`config.mk`:
```
export PLATFORM = sky130hd
export DESIGN_NAME = fetch_decode_queue_flat
export DESIGN_NICKNAME = d
export VERILOG_FILES = /design/src/rtl/riscv_pkg.sv /design/src/rtl/fetch_decode_queue_if.sv /design/src/rtl/fetch_decode_queue_wrap_counter.sv /design/src/rtl/fetch_decode_queue.sv /design/src/flat_wrapper.sv
export SDC_FILE = /design/constraint.sdc
export NUM_CORES = 1
export LEC_CHECK = 0
export ABC_CLOCK_PERIOD_IN_PS = 4000
export CORE_UTILIZATION = 55
export DETAILED_ROUTE_END_ITERATION = 10
export PLACE_DENSITY = 0.8
export SKIP_CTS_REPAIR_TIMING = 1
export SYNTH_ARGS = -nofsm -noshare
export SYNTH_HDL_FRONTEND = slang
export SYNTH_SLANG_ARGS = --single-unit
```
`constraint.sdc`:
```
create_clock -name clock -period 4 [get_ports clock]
set_clock_uncertainty 0.05 [all_clocks]
set_input_delay 0.8 -clock clock [delete_from_list [all_inputs] [get_ports clock]]
set_output_delay 0.8 -clock clock [all_outputs]
set_load 0.02 [all_outputs]
```
`src/rtl/riscv_pkg.sv`:
```
// Shared RISC-V front-end definitions: datapath width, NOP encoding and the
// {pc, instr} fetch packet handed from fetch to decode.
package riscv_pkg;

  localparam int unsigned XLEN = 32;

  // addi x0, x0, 0
  localparam logic [XLEN-1:0] NOP = 32'h0000_0013;

  typedef struct packed {
    logic [XLEN-1:0] pc;
    logic [XLEN-1:0] instr;
  } fetch_pkt_t;

endpackage

```
`src/rtl/fetch_decode_queue_if.sv`:
```
// Fetch/decode queue bus.
//   master : the fetch/decode side (drives in_valid/in_pc/in_instr, out_ready, flush)
//   slave  : the queue itself (drives in_ready, out_*, count, full, empty)
interface fetch_decode_queue_if #(
  parameter int unsigned XLEN  = riscv_pkg::XLEN,
  parameter int unsigned DEPTH = 4
);

  localparam int unsigned CNT_W = $clog2(DEPTH + 1);

  logic             in_valid;
  logic             in_ready;
  logic [XLEN-1:0]  in_pc;
  logic [XLEN-1:0]  in_instr;
  logic             out_valid;
  logic             out_ready;
  logic [XLEN-1:0]  out_pc;
  logic [XLEN-1:0]  out_instr;
  logic             flush;
  logic [CNT_W-1:0] count;
  logic             full;
  logic             empty;

  modport master (
    output in_valid, in_pc, in_instr, out_ready, flush,
    input  in_ready, out_valid, out_pc, out_instr, count, full, empty
  );

  modport slave (
    input  in_valid, in_pc, in_instr, out_ready, flush,
    output in_ready, out_valid, out_pc, out_instr, count, full, empty
  );

endinterface

```
`src/rtl/fetch_decode_queue_wrap_counter.sv`:
```
// Modulo-MAX pointer counter: 0 .. MAX-1 then back to 0, any MAX >= 2.
//   clock, reset : clock and async active-low reset
//   inc          : advance by one (wraps after MAX-1)
//   clr          : synchronous clear, wins over inc
//   value        : current count
module wrap_counter #(
  parameter int unsigned MAX = 4,
  localparam int unsigned W  = (MAX > 1) ? $clog2(MAX) : 1
) (
  input  logic         clock,
  input  logic         reset,
  input  logic         inc,
  input  logic         clr,
  output logic [W-1:0] value
);

  always_ff @(posedge clock or negedge reset) begin
    if (!reset) begin
      value <= '0;
    end else if (clr) begin
      value <= '0;
    end else if (inc) begin
      value <= (value == W'(MAX - 1)) ? '0 : value + W'(1);
    end
  end

endmodule

```
`src/rtl/fetch_decode_queue.sv`:
```
// Instruction buffer between fetch and decode. Holds up to DEPTH {pc, instr}
// packets and presents them in order; flush drops everything on a redirect.
//   clock, reset : clock and async active-low reset
//   bus (slave)  : in_* push side, out_* pop side, flush, count/full/empty
// No fall-through: out_* is a read of storage at rd_ptr, so a packet pushed
// in cycle N is visible from cycle N+1. A full queue refuses pushes even when
// a pop happens in the same cycle.
module fetch_decode_queue
  import riscv_pkg::*;
#(
  parameter int unsigned XLEN  = riscv_pkg::XLEN,
  parameter int unsigned DEPTH = 4
) (
  input  logic                 clock,
  input  logic                 reset,
  fetch_decode_queue_if.slave  bus
);

  localparam int unsigned CNT_W = $clog2(DEPTH + 1);
  localparam int unsigned PTR_W = (DEPTH > 1) ? $clog2(DEPTH) : 1;
  localparam int unsigned ENT_W = 2 * XLEN;

  logic [ENT_W-1:0] mem [DEPTH];
  logic [PTR_W-1:0] wr_ptr;
  logic [PTR_W-1:0] rd_ptr;
  logic [CNT_W-1:0] count_q;
  logic             full_w;
  logic             empty_w;
  logic             push;
  logic             pop;
  logic [ENT_W-1:0] head;

  // Status and handshake qualification; flush suppresses both directions.
  always_comb begin
    full_w  = (count_q == CNT_W'(DEPTH));
    empty_w = (count_q == '0);
    push    = bus.in_valid && !full_w && !bus.flush;
    pop     = bus.out_ready && !empty_w && !bus.flush;
  end

  wrap_counter #(.MAX(DEPTH)) u_wr_ptr (
    .clock (clock),
    .reset (reset),
    .inc   (push),
    .clr   (bus.flush),
    .value (wr_ptr)
  );

  wrap_counter #(.MAX(DEPTH)) u_rd_ptr (
    .clock (clock),
    .reset (reset),
    .inc   (pop),
    .clr   (bus.flush),
    .value (rd_ptr)
  );

  // Occupancy: unchanged on simultaneous push and pop.
  always_ff @(posedge clock or negedge reset) begin
    if (!reset) begin
      count_q <= '0;
    end else if (bus.flush) begin
      count_q <= '0;
    end else if (push && !pop) begin
      count_q <= count_q + CNT_W'(1);
    end else if (pop && !push) begin
      count_q <= count_q - CNT_W'(1);
    end
  end

  // Storage is intentionally not reset; empty gates it off the outputs.
  always_ff @(posedge clock) begin
    if (push) begin
      mem[wr_ptr] <= {bus.in_pc, bus.in_instr};
    end
  end

  always_comb begin
    head          = mem[rd_ptr];
    bus.in_ready  = !full_w;
    bus.out_valid = !empty_w;
    bus.full      = full_w;
    bus.empty     = empty_w;
    bus.count     = count_q;
    bus.out_pc    = empty_w ? '0 : head[ENT_W-1:XLEN];
    bus.out_instr = empty_w ? '0 : head[XLEN-1:0];
  end

endmodule

```
`src/flat_wrapper.sv`:
```
// flat-port wrapper written by rule: the top's interface ports become plain ports
module fetch_decode_queue_flat import riscv_pkg::*;
#(
  parameter int unsigned XLEN  = riscv_pkg::XLEN,
  parameter int unsigned DEPTH = 4
)
  (clock, reset, bus_in_valid, bus_in_pc, bus_in_instr, bus_out_ready, bus_flush, bus_in_ready, bus_out_valid, bus_out_pc, bus_out_instr, bus_count, bus_full, bus_empty);
  fetch_decode_queue_if #(.XLEN(XLEN), .DEPTH(DEPTH)) bus_i ();
  input  logic clock;
  input  logic reset;
  input wire logic [$bits(bus_i.in_valid)-1:0] bus_in_valid;
  input wire logic [$bits(bus_i.in_pc)-1:0] bus_in_pc;
  input wire logic [$bits(bus_i.in_instr)-1:0] bus_in_instr;
  input wire logic [$bits(bus_i.out_ready)-1:0] bus_out_ready;
  input wire logic [$bits(bus_i.flush)-1:0] bus_flush;
  output wire logic [$bits(bus_i.in_ready)-1:0] bus_in_ready;
  output wire logic [$bits(bus_i.out_valid)-1:0] bus_out_valid;
  output wire logic [$bits(bus_i.out_pc)-1:0] bus_out_pc;
  output wire logic [$bits(bus_i.out_instr)-1:0] bus_out_instr;
  output wire logic [$bits(bus_i.count)-1:0] bus_count;
  output wire logic [$bits(bus_i.full)-1:0] bus_full;
  output wire logic [$bits(bus_i.empty)-1:0] bus_empty;
  assign bus_i.in_valid = bus_in_valid;
  assign bus_i.in_pc = bus_in_pc;
  assign bus_i.in_instr = bus_in_instr;
  assign bus_i.out_ready = bus_out_ready;
  assign bus_i.flush = bus_flush;
  assign bus_in_ready = bus_i.in_ready;
  assign bus_out_valid = bus_i.out_valid;
  assign bus_out_pc = bus_i.out_pc;
  assign bus_out_instr = bus_i.out_instr;
  assign bus_count = bus_i.count;
  assign bus_full = bus_i.full;
  assign bus_empty = bus_i.empty;
  fetch_decode_queue #(.XLEN(XLEN), .DEPTH(DEPTH)) u_core (.clock(clock), .reset(reset), .bus(bus_i));
endmodule
```
# Yosys cells after proc, flatten, opt, wreduce, memory -nomap -nowiden

Memories as Yosys holds them, arrays and structs flattened.
Cells that the tools add are included.
Widths: inputs -> output; s select.

Word-level logic and storage cells: 39
Register bits: 7
RAM bits: 256
Memories: 1

Reductions and logical operators: 15
Add/sub/neg operators: 4
Equal/unequal tests: 3
Multiplexer cells: 13

Memories:

| name       | words | bits a word | rd ports | clocked after memory_dff | wr ports | line                     | text |
|---|---|---|---|---|---|---|---|
| u_core.mem | 4     | 64          | 1        | 0                        | 1        | fetch_decode_queue.sv:23 | `logic [ENT_W-1:0] mem [DEPTH];` |

Operators by type and width:

| cell                | count |
|---|---|
| $mux 32             | 2 |
| $mux 2              | 6 |
| $mux 3              | 3 |
| $logic_and 1x1->1   | 6 |
| $logic_not 1->1     | 5 |
| $add 2x1->2 const B | 2 |
| $eq 2x2->1 const B  | 2 |
| $reduce_bool 2->1   | 2 |
| $add 3x1->3 const B | 1 |
| $eq 3x3->1 const B  | 1 |
| $logic_not 3->1     | 1 |
| $reduce_bool 3->1   | 1 |
| $sub 3x1->3 const B | 1 |
| $mux 1              | 2 |

# Logic depth before layout (Yosys ltp)

Gate-level depths: netlist (run 1).

Word-level depth: 9
Depth in mapped cells: 9
Mapped depth without buffers: 8

# Hierarchy

A second synthesis (run 1) with hierarchy kept.

Cell total of the unflattened synthesis: 472
Area, all modules: 10,336.2 sq um

Modules (own cells, without submodules):

| module             | seq. area each (sq um) | times used | area an instance (sq um) | cells an instance |
|---|---|---|---|---|
| fetch_decode_queue | 7,762.4                | 1          | 10,136.0                 | 456 |
| wrap_counter       | 50.0                   | 2          | 100.1                    | 8 |

# Least setup slack after synthesis (run 1)

No wires, ideal clock.

Kind: input to register
From: input port bus_in_valid
To: memory u_core.mem[3][0] (netlist bit) (enable)
Path slack: 0.642 ns
Setup time: 0.429 ns
Required time: 3.521 ns
Path buffers: 1
Stages: 4
Data arrival time: 2.879 ns
Cells stage by stage: buf_2 inv_1 nor3_1 and2_1

Cells in the longest elaborated chain, start to end: 4

RTL lines:

| element                        | line                     | text |
|---|---|---|
| from (decl)                    | flat_wrapper.sv:11       | `input wire logic [$bits(bus_i.in_valid)-1:0] bus_in_valid;` |
| $logic_and 1x1->1 (2 in a row) | fetch_decode_queue.sv:37 | `push = bus.in_valid && !full_w && !bus.flush;` |
| $mux 1                         | fetch_decode_queue.sv:72 | `if (push) begin` |
| $mux 1 (implied by the code)   | fetch_decode_queue.sv:73 | `mem[wr_ptr] <= {bus.in_pc, bus.in_instr};` |
| to (decl)                      | fetch_decode_queue.sv:23 |  |

No other way between the ends.

# Worst setup path in the final report (run 1)

From: register u_core.u_rd_ptr.value[0]
To: output port bus_out_pc[14]

Cells in the longest elaborated chain, start to end: 2

RTL lines:

| element                | line                                  | text |
|---|---|---|
| from (decl)            | fetch_decode_queue_wrap_counter.sv:14 | `output logic [W-1:0] value` |
| from (signal assigned) | fetch_decode_queue_wrap_counter.sv:23 | `value <= (value == W'(MAX - 1)) ? '0 : value + W'(1);` |
| $mem_v2 4x64           | --                                    |  |
| $mux 32                | fetch_decode_queue.sv:84              | `bus.out_pc = empty_w ? '0 : head[ENT_W-1:XLEN];` |
| to (decl)              | flat_wrapper.sv:18                    | `output wire logic [$bits(bus_i.out_pc)-1:0] bus_out_pc;` |

No other way between the ends.

==> impl_metrics.ini, run 1 <==
[timing]
fmax_mhz = 267
fin_crit_sh_pct = 93.5
hold_slack_ns = 0.507
grt_setup_unrepaired = no
fin_tns_setup_ns = 0
fin_crit_ns = 3.74
worst_pin_slew_ns = 0.687
setup-violations-final = 0
hold_violations = 0
slew_violations = 0
relSlewSlack_pct = 54.2

[layout]
n_antenna_cell = 0
final_common_cell = edfxtp_1
final_cell_mix = edfxtp_1, clkdlybuf4s50_1, and2_1
fin_util_pct = 70.7
area_delta_synth_final_pct = 24.8
multiInputGateArea_mm2 = 0.00220
ff_latch_area_mm2 = 0.00787
fillCellCount = 1112
nets = 699
final_layout_size_suffix_gt1_share_pct = 19.3
final_area_mm2 = 0.0128

[global_routing]
grt_use_total_pct = 20.4
antenna_found_initial = 0
grt_pass1_vias = 5548
grt_overflow = 0
grt_max_degree = 68
grt_pass1_wl_mm = 30.0

[placement]
numPortBuffers = 139
dp_hpwl_mm = 11.4
placed_area_mm2 = 0.0119
place_congestion = 0.740

[synth]
synthTopCellsByArea = edfxtp_1, mux4_2, and2_1
syn_inst = 472
synth_top_area_share_pct = 75.0
syn_area_per_cell_um2 = 21.7
yosys_warnings = 0
synth_top_cell_by_area = edfxtp_1
syn_nets = 547
yosysSeqAreaShare_pct = 76.7
synth_area_mm2 = 0.0102
ys_ff_latch = 263
ys_types = 35

[setup_path]
rr_worst_depth = 8
worstPathRequired_ns = 3.15
crit_chain = buf_12, mux4_2, and2_1, clkdlybuf4s50_1
r2r_end = u_core.bus.count[2]
path_max_fanout = 31
critPathCaptureType = output pin
max_stage_delay_ns = 0.71
path_depth = 4
endpoint = bus_out_pc[14]
cp-start-kind = register
crit_start = u_core.u_rd_ptr.value[0]
critPathTopFamily = buffers and inverters
crit_buf_inv = 2
cpMaxStageDelayCell = dfrtp_4
arrival_ns = 2.89
reg2reg_from = u_core.bus.count[0]
r2r_setup_slack_ns = 1.39
critPathKind = register to output pin

[min_path]
hold_class = input pin to async pin

[status]
outcome = finished, violations left
violations = DRC

[clock_network]
clk_pin_slew_worst_paths_ns = 0.06
cts_sinks = 263
cts_tree = done
root_buffer = clkbuf_16
cts_buffers = 26
insertion_delay_ns = 0.51
clk_path_buf_depth = 3
htree_levels = 1

[route]
postRouteAntennaNets = 0
num_vias = 4944
finalWirelength_mm = 19.0
routedWlPerCell_um = 21.8
drt_iter0_drc = 359
first_pass_iters = 8
viasPerCell = 5.66
drc = 20

[power]
power.leakage_uw = 0.00410
p_total_uw = 7450
ir_drop_v = 0.000451
powerDensity_mw_per_mm2 = 583

[floorplanning]
fp.dieW_um = 139
coreArea_mm2 = 0.0181
start_util_pct = 56.7
dieArea_mm2 = 0.0192
num_rows = 49
io_pins = 140
dieHeight_um = 139

[flow_run]
drv_cap = 0
report_power, final:
part	switching (µW)	internal (µW)
clock network	961	1420
logic	904	923
registers	89.6	3150
total	1960	5500
sequential cells by signal, summed over array words and instances, names as in the netlist:
signal                 flops
u_core.bus.count           3
u_core.u_rd_ptr.value      2
u_core.u_wr_ptr.value      2
u_core.mem               256
synthesized netlist by cell type, drive strengths merged:
cell type and n:
edfxtp 256, and2 69, mux4 64, buf 17, clkbuf 9, inv 8, dfrtp 7, a21oi 5
ha 5, nand3 4, nand2 3, nor2 3, nand3b 2, o2111ai 2, o21ai 2, or3 2
a211oi 1, a21bo 1, a311oi 1, fa 1, mux2 1, mux2i 1, nor3 1, nor4bb 1
o311a 1, o31ai 1, or2 1, or3b 1, or4 1, xnor2 1
final cells by class:
cell class | count | share of cell area, %
clock buffers | 39 | 6.12
clock inverters | 9 | 0.655
inverters | 8 | 0.235
multi-input cells | 175 | 17.2
flip-flops and latches | 263 | 61.5
well taps | 229 | 2.24
repair buffers | 150 | 12.0
worst reg2reg max path, cell delays in order (launching register included):
cell      delay, ns
dfrtp_1        0.48
or3b_1         0.47
inv_2          0.11
nor3_1         0.10
and2_1         0.18
fa_1           0.44
a21bo_2        0.24
a311oi_1       0.27
o311a_1        0.21
logic make-up (layout without fill, tap and decap cells):
logic type | after synthesis | after routing | synth area share (%)
flip-flops | 263 | 263 | 76.7
AND/OR/NAND/NOR | 88 | 88 | 5.31
multiplexers | 66 | 66 | 14.3
buffers and inverters | 34 | 206 | 1.88
AO/OA/AOI/OAI | 14 | 14 | 0.940
adder cells (fa/ha/maj) | 6 | 6 | 0.806
XOR/XNOR | 1 | 1 | 0.0855
worst min-delay path by stage:
stage                                    end                startpoint  slack, ns
finish                   u_core.bus.count[0]                     reset       0.51
global route        u_core.u_rd_ptr.value[0]                     reset       0.51
CTS                      u_core.bus.count[0]                     reset       0.49
detailed placement  u_core.u_wr_ptr.value[0]  u_core.u_wr_ptr.value[0]       0.57
global placement    u_core.u_wr_ptr.value[1]  u_core.u_wr_ptr.value[1]       0.53
floorplan                u_core.bus.count[0]                     reset       0.45
layer usage:
metal  vias to the layer above  global-route usage [%]  wire length [µm]
met3                        31                    5.23              1440
met2                       184                    35.1              9670
met5                         -                       0                 0
li1                       2220                       -                 -
met1                      2509                    26.4              7610
met4                         0                    4.61               284
stage by stage:
stage,setup slack [ns],instances
2_1_floorplan,0.642,472
3_3_place_gp,0.775,825
3_5_place_dp,0.660,825
4_1_cts,0.209,873
5_1_grt,0.111,873
6_report,0.259,873
(Power assumes the default switching activity.)
==> inputs of run 2 (changes only) <==
- CORE_MARGIN: unset -> 1
==> results of run 2 <==
Same layout as run 1: the final DEF is identical, and so are final timing and power.
==> inputs of run 3 (changes only) <==
- ABC_CLOCK_PERIOD_IN_PS: 4000 -> 4500
- CORE_UTILIZATION: 55 -> 59
- PLACE_DENSITY: 0.8 -> 0.85
- clock period: 4 -> 4.5 ns (I/O delays scaled with it)
==> run 3 against run 2 <==
The flow now finishes without violations; cell count fell by 1.8%; via count rose by 1.6%; critical path type unchanged; register-to-register slack improved by 0.48 ns; utilization rose by 5.0 points; critical endpoint is now bus_out_pc[8]; global-route usage rose by 1.5 points; largest power group unchanged; sequential power fell by 10%; power fell by 12%.
==> impl_metrics.ini, run 3 (synthesized netlist as in run 1, its figures left out) <==
[layout]
final_common_cell = edfxtp_1
top_register = u_core.mem
largest_reg_flops = 256
final_layout_size_suffix_gt1_share_pct = 18.2
fillCellCount = 923
area_delta_synth_final_pct = 23.9
final_cell_mix = edfxtp_1, clkdlybuf4s50_1, and2_1
nets = 694
n_antenna_cell = 0

[power]
p_total_uw = 6550
power_frac_seq_pct = 44.2
power_frac_clock_pct = 31.3
power.leakage_uw = 0.00406
power.switching_uw = 1720
internal_power_uw = 4820
power_frac_comb_pct = 24.5
powerDensity_mw_per_mm2 = 515
swShare_pct = 26.3
ir_drop_v = 0.000374

[route]
finalWirelength_mm = 19.0
viasPerCell = 5.86
num_vias = 5021
first_pass_iters = 4
routedWlPerCell_um = 22.2
postRouteAntennaNets = 0
drt_iter0_drc = 259
drc = 0

[clock_network]
htree_levels = 1
cts_buffers = 26
root_buffer = clkbuf_16
cts_tree = done
insertion_delay_ns = 0.52
clk_pin_slew_worst_paths_ns = 0.06
clk_path_buf_depth = 3
cts_sinks = 263

[placement]
numPortBuffers = 139
place_congestion = 0.741
dp_hpwl_mm = 11.0
post-place-ws_ns = 0.964

[setup_path]
worstPathRequired_ns = 3.55
critPathCaptureType = output pin
critPathKind = register to output pin
crit_buf_inv = 2
arrival_ns = 3.09
cpMaxStageDelayCell = dfrtp_4
crit_chain = buf_12, mux4_2, and2_1, clkdlybuf4s50_1
critPathTopFamily = buffers and inverters
cp-start-kind = register
path_max_fanout = 34
max_stage_delay_ns = 0.88

[floorplanning]
dieHeight_um = 134
start_util_pct = 61.2
io_pins = 140
dieArea_mm2 = 0.0179
num_rows = 47
coreArea_mm2 = 0.0168
fp.dieW_um = 134

[timing]
setup-violations-final = 0
worst_pin_slew_ns = 0.718
timing.final.ws_setup_ns = 0.459
relSlewSlack_pct = 52.1
slew_violations = 0
fin_crit_sh_pct = 89.8
hold_violations = 0
grt_setup_unrepaired = no
fin_crit_ns = 4.04
fmax_mhz = 247
fin_tns_setup_ns = 0

[global_routing]
antenna_found_initial = 0
grt_overflow = 0
busiest_layer = met2
grt_max_degree = 68
use_met1_pct = 27.6
grt_pass1_wl_mm = 29.2
grtUsageMet3_pct = 5.37
grt_use_total_pct = 21.9
grt_use_met2_pct = 38.2
grt_pass1_vias = 5449

[min_path]
hold_class = register to register

[status]
outcome = complete, no violations

[flow_run]
drv_cap = 0
run 3: cell count changes in the layout (fill, tap and decap cells not counted), sizes merged:
| cell | previous run | this run |
|---|---|---|
| buf | 11 | 6 |
| bufinv | 1 | 2 |
| clkbuf | 39 | 32 |
| clkinv | 6 | 11 |
| clkinvlp | 2 | 0 |
| inv | 8 | 9 |
run 3: path summary, 6_finish.rpt:
| kind | to | slack (ns) | cells after the start | startpoint |
|---|---|---|---|---|
| setup reg to reg | u_core.bus.count[2] | 1.87 | 8 | u_core.bus.count[0] |
| min in group asynchronous | u_core.bus.count[2] | 0.61 | 1 | reset |
| setup / recovery | bus_out_pc[8] | 0.46 | 4 | u_core.u_rd_ptr.value[0] |
| hold / removal | u_core.u_wr_ptr.value[1] | 0.57 | 2 | u_core.u_wr_ptr.value[1] |
| hold reg to reg | u_core.u_wr_ptr.value[1] | 0.57 | 2 | u_core.u_wr_ptr.value[1] |
| max in group asynchronous | u_core.u_rd_ptr.value[0] | 3.49 | 1 | reset |
run 3: power groups by stage:
stage	logic (µW)	registers [µW]	clock network, µW
4_1_cts	1630	2900	2080
2_1_floorplan	976	2890	0
6_report	1600	2900	2050
5_1_grt	1710	2910	2170
3_3_place_gp	1590	2940	0
3_5_place_dp	1610	2950	0
run 3: tightest hold or removal path: stages, from the launching register on:
cell     delay, ns
dfrtp_1       0.42
o21ai_0       0.09
a21oi_1       0.07
run 3: routing by layer:
metal  share of wire (%)  vias up
li1                    -     2202
met1                  39     2596
met2                  52      195
met3                 8.0       28
met4                 1.5        0
met5                   0        -
run 3: per-stage QoR:
step	utilization (%)	cell area [µm²]	hold WS, ns	std cells
after floorplan	-	10200	0.510	472
after global placement	70.9	11900	0.526	811
after detailed placement	70.9	11900	0.546	811
after CTS	75.8	12700	0.557	857
after global routing	75.8	12700	0.607	857
final	75.8	12700	0.567	857
run 3: cell type report:
class	instances	area, µm²	share of cell area, %
clock inverters	14	116	0.916
multi-input cells	175	2200	17.4
clock buffers	32	694	5.47
well taps	220	275	2.17
flip-flops and latches	263	7870	62.0
inverters	8	30.0	0.236
repair buffers	145	1510	11.9
